<file path="config.mk">
export PLATFORM = sky130hd
export DESIGN_NAME = scrambler_ctrl
export DESIGN_NICKNAME = d
export VERILOG_FILES = /design/src/rtl/scrambler_ctrl.sv
export SDC_FILE = /design/constraint.sdc
export NUM_CORES = 1
export LEC_CHECK = 0
export ABC_CLOCK_PERIOD_IN_PS = 2200
export BUFFER_PORTS_ARGS = -buffer_cell sky130_fd_sc_hd__buf_2
export CAP_MARGIN = 20
export CORE_UTILIZATION = 51
export DETAILED_ROUTE_END_ITERATION = 12
export PLACE_DENSITY_LB_ADDON = 0.15
export SLEW_MARGIN = 25
export SYNTH_ARGS = -nofsm -noshare
export SYNTH_HDL_FRONTEND = slang
export SYNTH_SLANG_ARGS = --single-unit
export TNS_END_PERCENT = 20
</file>
<file path="constraint.sdc">
create_clock -name clk_i -period 2.2 [get_ports clk_i]
set_clock_uncertainty 0.1 [all_clocks]
set_input_delay 0.22 -clock clk_i [delete_from_list [all_inputs] [get_ports clk_i]]
set_output_delay 0.22 -clock clk_i [all_outputs]
set_load 0.01 [all_outputs]
</file>
<file path="src/rtl/scrambler_ctrl.sv">
// Per-lane sequencer for the bit-serial PCIe Gen1/Gen2 scrambler LFSR engine.
// Classifies each symbol, drives seed/shift controls and returns the result via valid/ready.
module scrambler_ctrl #(
    parameter int unsigned            DATA_WIDTH = 8,
    parameter logic [DATA_WIDTH-1:0]  COM_SYM    = 8'hBC,
    parameter logic [DATA_WIDTH-1:0]  SKP_SYM    = 8'h1C
) (
    input  logic                  clk_i,
    input  logic                  rst_i,

    input  logic [DATA_WIDTH-1:0] sym_i,
    input  logic                  sym_k_i,
    input  logic                  sym_bypass_i,
    input  logic                  sym_valid_i,
    output logic                  sym_ready_o,

    output logic [DATA_WIDTH-1:0] out_sym_o,
    output logic                  out_k_o,
    output logic                  out_valid_o,
    input  logic                  out_ready_i,

    output logic                  eng_seed_o,
    output logic                  eng_shift_o,
    input  logic                  eng_ks_i
);

    localparam int unsigned      IDX_W    = $clog2(DATA_WIDTH);
    localparam logic [IDX_W-1:0] IDX_LAST = IDX_W'(DATA_WIDTH - 1);

    typedef enum logic [1:0] {
        ST_INIT,
        ST_IDLE,
        ST_SHIFT,
        ST_EMIT
    } state_e;

    state_e                  state_q,    state_d;
    logic [IDX_W-1:0]        idx_q,      idx_d;
    logic [DATA_WIDTH-1:0]   out_sym_q,  out_sym_d;
    logic                    out_k_q,    out_k_d;
    logic                    scramble_q, scramble_d;
    logic                    com_seed_q, com_seed_d;

    logic is_com;
    logic is_skp;

    assign is_com = sym_k_i && (sym_i == COM_SYM);
    assign is_skp = sym_k_i && (sym_i == SKP_SYM);

    // The captured symbol is scrambled in place one bit per shift cycle, so
    // out_sym_q doubles as the capture register and the output holding register.
    always_comb begin
        // NOTE: every *_d gets a default first so no path through the case infers a latch.
        state_d    = state_q;
        idx_d      = idx_q;
        out_sym_d  = out_sym_q;
        out_k_d    = out_k_q;
        scramble_d = scramble_q;
        com_seed_d = 1'b0;

        unique case (state_q)
            ST_INIT: begin
                state_d = ST_IDLE;
            end

            ST_IDLE: begin
                if (sym_valid_i) begin
                    out_sym_d = sym_i;
                    out_k_d   = sym_k_i;
                    idx_d     = '0;
                    if (is_com) begin
                        state_d    = ST_EMIT;
                        scramble_d = 1'b0;
                        com_seed_d = 1'b1;
                    end else if (is_skp) begin
                        state_d    = ST_EMIT;
                        scramble_d = 1'b0;
                    end else begin
                        state_d    = ST_SHIFT;
                        scramble_d = !sym_k_i && !sym_bypass_i;
                    end
                end
            end

            ST_SHIFT: begin
                out_sym_d[idx_q] = out_sym_q[idx_q] ^ (scramble_q & eng_ks_i);
                idx_d            = idx_q + IDX_W'(1);
                if (idx_q == IDX_LAST) begin
                    state_d = ST_EMIT;
                end
            end

            ST_EMIT: begin
                if (out_ready_i) begin
                    state_d = ST_IDLE;
                end
            end

            default: begin
                state_d = ST_INIT;
            end
        endcase
    end

    // NOTE: sequential state uses non-blocking assignments only, so every flop
    // samples pre-edge values regardless of statement order.
    always_ff @(posedge clk_i) begin
        if (rst_i) begin
            state_q    <= ST_INIT;
            idx_q      <= '0;
            out_sym_q  <= '0;
            out_k_q    <= 1'b0;
            scramble_q <= 1'b0;
            com_seed_q <= 1'b0;
        end else begin
            state_q    <= state_d;
            idx_q      <= idx_d;
            out_sym_q  <= out_sym_d;
            out_k_q    <= out_k_d;
            scramble_q <= scramble_d;
            com_seed_q <= com_seed_d;
        end
    end

    // INIT seed is gated by rst_i so it fires only in the first released cycle.
    assign sym_ready_o = (state_q == ST_IDLE);
    assign out_valid_o = (state_q == ST_EMIT);
    assign eng_shift_o = (state_q == ST_SHIFT);
    assign eng_seed_o  = ((state_q == ST_INIT) && !rst_i) || com_seed_q;
    assign out_sym_o   = out_sym_q;
    assign out_k_o     = out_k_q;

endmodule

</file>
=== Word level (Yosys, flattened, before mapping) ===
Cells that the tools add are included.
Widths: inputs -> output; s select.

* Add/subtract/negate cells: 1
* Order comparisons: 2
* Equality and inequality tests: 9
* Mux-type cells: 18
* Bitwise operators: 4
* Reductions and logical operators: 15

{| class="wikitable"
|+ Operators with widths
! cell !! number
|-
| $pmux 8 s2 || 1
|-
| $bwmux 8 || 1
|-
| $eq 8x5->1 const B || 1
|-
| $eq 8x8->1 const B || 1
|-
| $mux 8 || 1
|-
| $pmux 2 s4 || 1
|-
| $mux 1 || 7
|-
| $mux 2 || 3
|-
| $pmux 3 s2 || 1
|-
| $logic_and 1x1->1 || 5
|-
| $eq 2x2->1 const B || 2
|-
| $lt 3x4->1 const B || 1
|-
| $ne 2x1->1 const B || 2
|-
| $reduce_and 2->1 || 2
|-
| $add 3x1->3 const B || 1
|-
| $bmux 1 s3 || 1
|-
| $demux 1 s3 || 1
|-
| $eq 3x3->1 const B || 1
|-
| $ge 3x1->1 const B || 1
|-
| $logic_not 1->1 || 3
|-
| $mux 3 || 1
|-
| $reduce_and 3->1 || 1
|-
| $reduce_or 3->1 || 1
|-
| $eq 2x1->1 const B || 1
|-
| 7 further kinds || 8
|}

* Register bits: 16
* Bits of input ports: 15
* Output and inout port bits: 13
* Word-level logic and storage cells: 55

=== Logic depth before layout (Yosys ltp) ===
* Depth after elaboration: 6
* Gate-level depth with buffers: 7
* Mapped depth without buffers: 7

=== Least setup slack after synthesis ===
OpenSTA, ideal clock, no wires.

* Path kind: register to register
* Start point: register state_q[1]
* End point: register out_sym_q[5], in the netlist out_sym_o[5]
* Arrival: 1.519 ns
* Data required time: 2.008 ns
* Setup slack: 0.489 ns
* Stages on the path, launching flop included: 8
* Buffers on the path: 0
* Clock period less this slack: 1.711 ns
* Path through: dfxtp_1 inv_1 ha_1 nand2b_1 o21ai_1 a21oi_1 o21ai_0 o32ai_1

* Longest elaborated chain between the ends: 3

{| class="wikitable"
|+ Ends and longest elaborated chain
! item !! line !! source
|-
| start: declaration || 37 || <nowiki>state_e state_q, state_d;</nowiki>
|-
| start signal: assignment || 116 || <nowiki>state_q <= state_d;</nowiki>
|-
| $eq 2x1->1 * || n/a ||
|-
| net sym_ready_o || 15 || <nowiki>output logic sym_ready_o,</nowiki>
|-
| $ne 2x2->1 (no line) or $reduce_bool 2->1 (tied branches) || n/a ||
|-
| $reduce_and 2->1 (no line) || n/a ||
|-
| end signal: assignment || 118 || <nowiki>out_sym_q <= out_sym_d;</nowiki>
|-
| end: declaration || 39 || <nowiki>logic [DATA_WIDTH-1:0] out_sym_q, out_sym_d;</nowiki>
|}

The timed path passes the listed nets; every way through them passes the cells marked *.
A chain may end at the register's enable or synchronous reset.

=== Worst setup path in the final report ===
* Start point: register idx_q[2]
* End point: register out_sym_q[6], in the netlist out_sym_o[6]

* Longest elaborated chain between the ends: 6

{| class="wikitable"
|+ Ends and longest elaborated chain
! item !! line !! source
|-
| start: declaration || 38 || <nowiki>logic [IDX_W-1:0] idx_q, idx_d;</nowiki>
|-
| start signal: assignment || 117 || <nowiki>idx_q <= idx_d;</nowiki>
|-
| $lt 3x4->1 (not written as such) or $ge 3x1->1 (tied branches) || 86 || <nowiki>out_sym_d[idx_q] = out_sym_q[idx_q] ^ (scramble_q & eng_ks_i);</nowiki>
|-
| $logic_and 1x1->1 (not written as such) || 86 ||
|-
| $mux 1 (not written as such) || 86 ||
|-
| $demux 1 s3 || 86 ||
|-
| $bwmux 8 * || 86 ||
|-
| $pmux 8 s2 * || 61 || <nowiki>unique case (state_q)</nowiki>
|}

Every way passes the cells marked *; elsewhere a longest branch is shown, timed or not. The select of a mux whose other input is x is not followed.

==> run_results.csv <==
group,metric,value,unit
global_routing,track_usage,27.1,%
place,dp_hpwl,1950,um
place,place_ws,0.262,ns
routing,drc,0,
setup_path,r2r-end,"out_sym_o[6]$_SDFFE_PP0P_",
global_routing,antenna_found_initial,0,
cts,ctsResizeCount,0,
global_routing,grt_max_degree,14,
setup_path,crit_type,"reg2reg",
final_layout,utilization,67.0,%
yosys,yosysWarnings,0,
yosys,synth_area_leader_cell,"dfxtp_1",
setup_path,reg2regPathDepth,5,
setup_path,cp.arrival,1.96,ns
sta,finalSetupViolations,0,
yosys,async_reset_ff_share,0,%
sta,tns,0,ns
setup_path,crit_required,2.30,ns
sta,slew_headroom,70.9,%
yosys,ys_seq_area_share,31.6,%
sta,hold_violations,0,
outcome,run_status,"finished, final reports clean",
cts,clk_pin_slew_worst_paths,0.10,ns
cts,htree_num_levels,1,
cts,clock_sinks,16,
yosys,synth_area,1010,sq um
sta,slew_violations,0,
setup_path,r2r-start,"idx_q[2]$_SDFFE_PP0P_",
cts,numCtsBuffers,3,
routing,via_per_inst,5.92,
cts,root_buffer,"clkbuf_4",
routing,via_count,1048,
setup_path,cp-end-kind,"register",
sta,timing.fmax,535,MHz
sta,worst_slack,0.331,ns
final_layout,syn_to_final_growth,19.0,%
power,powerDensity,1040,nW/um^2
final_layout,drive_above_1_share,26.3,%
global_routing,busiest_layer,"met2",
yosys,avgSynthCellArea,8.18,sq um
yosys,synth_area_leaders,"dfxtp_1 (32%), ha_1 (7.4%), a21oi_1 (4.4%), nand2_1 (4.4%), nor2_1 (4.4%)",
routing,firstDrtPassIters,4,
routing,drtIter0Drc,26,
power,leakage,0.521,nW
job,max_cap_viol_count,0,
sta,rsz0062_at_grt,"no",
setup_path,crit_path_max_fanout,12,
yosys,synth_edf_count,0,
sta,final.min_clock_period,1.87,ns
yosys,syn-instance-count,124,
die,die_h,46.6,um
cts,cts_tree,"done",
place,place_inst,173,
die,initial_core_util,56.3,%
place,io_buffer_count,27,
routing,ant_nets,0,
setup_path,r2r_setup_slack,0.33,ns
routing,wire_per_inst,14.5,um
global_routing,use_met3,4.31,%
power,ir_drop,0.550,mV
global_routing,grt_pass1_wl,4200,um
worst_hold_path,hold_path.class,"in2reg",
yosys,syn_nets,145,
global_routing,use_met1,37.2,%
routing,routed_wl,2560,um
yosys,synth.distinct_cells,34,
global_routing,overflow,0,
place,gp_congestion,0.958,
sta,post-route-period-util,85.0,%
final_layout,final_nets,174,
setup_path,endpoint,"out_sym_o[6]$_SDFFE_PP0P_",
global_routing,grt_pass1_vias,953,
die,die_x,46.6,um
final_layout,antenna_cells,0,
cts,clock_path_buffers,2,
final_layout,layoutNonFillerInstCount,177,
setup_path,startpoint,"idx_q[2]$_SDFFE_PP0P_",
die,core_area,1800,sq um
die,ios,28,
worst_hold_path,worstHoldStart,"sym_i[7]",
cts,post_cts_buffers,0,
die,die_area,2170,sq um
yosys,ys.flop_type,"dfxtp_1",
yosys,yosys.area.top_type_share,31.6,%
yosys,synth-seq-cells,16,
global_routing,met2_usage,40.3,%
cts,ctsHoldBuffers,0,
cts,clock_latency,0.29,ns
sta,worst_slew_pin_slew,0.436,ns
die,core.rowCount,15,
setup_path,critPathLaunchType,"register",
sta,timing.hold.ws,0.0740,ns
[critical path: stages (launching register included)]
cell,delay [ns]
dfxtp_1,0.60
nand2_1,0.21
nor3b_1,0.28
a211oi_2,0.09
xnor2_2,0.19
a2111oi_2,0.30
[per-layer routing]
layer,part of all wire (%),up-vias
met5,0,-
met4,2.8,0
met3,5.8,9
met2,45,44
met1,46,473
li1,-,522
[cells in the mapped netlist (3+ instances only)]
master and instances:
dfxtp_1 16, nand2_1 12, nor2_1 12, a21oi_1 9, o21ai_0 7, ha_1 6, inv_1 6, nand3_1 6
a21o_1 4, a22oi_1 4, a31oi_1 4, o32ai_1 4, mux2i_1 3, nor3_1 3, o221ai_1 3
[power by group]
group	switching, mW	internal, mW
Combinational	0.367	0.266
Clock	0.101	0.101
Sequential	0.0610	0.359
[cell families after synthesis]
logic type	after synthesis	synth area share, %
xor gates and xnor gates	3	3.33
AOI/OAI and AO/OA	44	30.5
and+or+nand+nor	41	19.2
muxes	3	2.96
adders and majority gates	6	7.40
DFF	16	31.6
buffers and inverters	11	5.06
[cell type report]
cell class / instances / area [sq um]
Tap cell: 25 / 31.3
Timing Repair Buffer: 29 / 150
Inverter: 6 / 22.5
Multi-Input combinational cell: 97 / 647
Sequential cell: 16 / 320
Fill cell: 181 / 594
Clock buffer: 4 / 36.3
[worst min path at each step]
| stage | depth (start not counted) | end |
|---|---|---|
| 2_1_floorplan | 1 | com_seed_q$_SDFF_PP0_ |
| 3_3_place_gp | 2 | out_k_o$_SDFFE_PP0P_ |
| 3_5_place_dp | 2 | out_k_o$_SDFFE_PP0P_ |
| 4_1_cts | 3 | com_seed_q$_SDFF_PP0_ |
| 5_1_grt | 3 | com_seed_q$_SDFF_PP0_ |
| 6_report | 3 | com_seed_q$_SDFF_PP0_ |
[through the flow]
| step | power (mW) | cell area (sq um) |
|---|---|---|
| 3_5_place_dp | 1.04 | 1170 |
| 3_3_place_gp | 1.03 | 1170 |
| 6_report | 1.26 | 1210 |
| 5_1_grt | 1.36 | 1210 |
| 4_1_cts | 1.25 | 1200 |
| 2_1_floorplan | 0.859 | 1010 |
[state kept, by name (all words and copies together) (netlist names)]
register,cells
com_seed_q,1
idx_q,3
out_k_o,1
out_sym_o,8
scramble_q,1
state_q,2
[layout by cell type, fill, tap and decap left out, drive strengths merged]
cell type  count
buf           29
dfxtp         16
nor2          12
nand2         12
a21oi          9
o21ai          9
inv            6
nand3          6
ha             6
a21o           4
a31oi          4
a22oi          4
o32ai          4
clkbuf         4
mux2i          3
nor3           3
o221ai         3
a32oi          2
or3b           2
nor2b          2
xnor2          2
nand2b         1
o21bai         1
and4b          1
nor4           1
nor3b          1
a211oi         1
o221a          1
xor2           1
a41oi          1
a2111oi        1
Power figures use the tool's default switching activity.
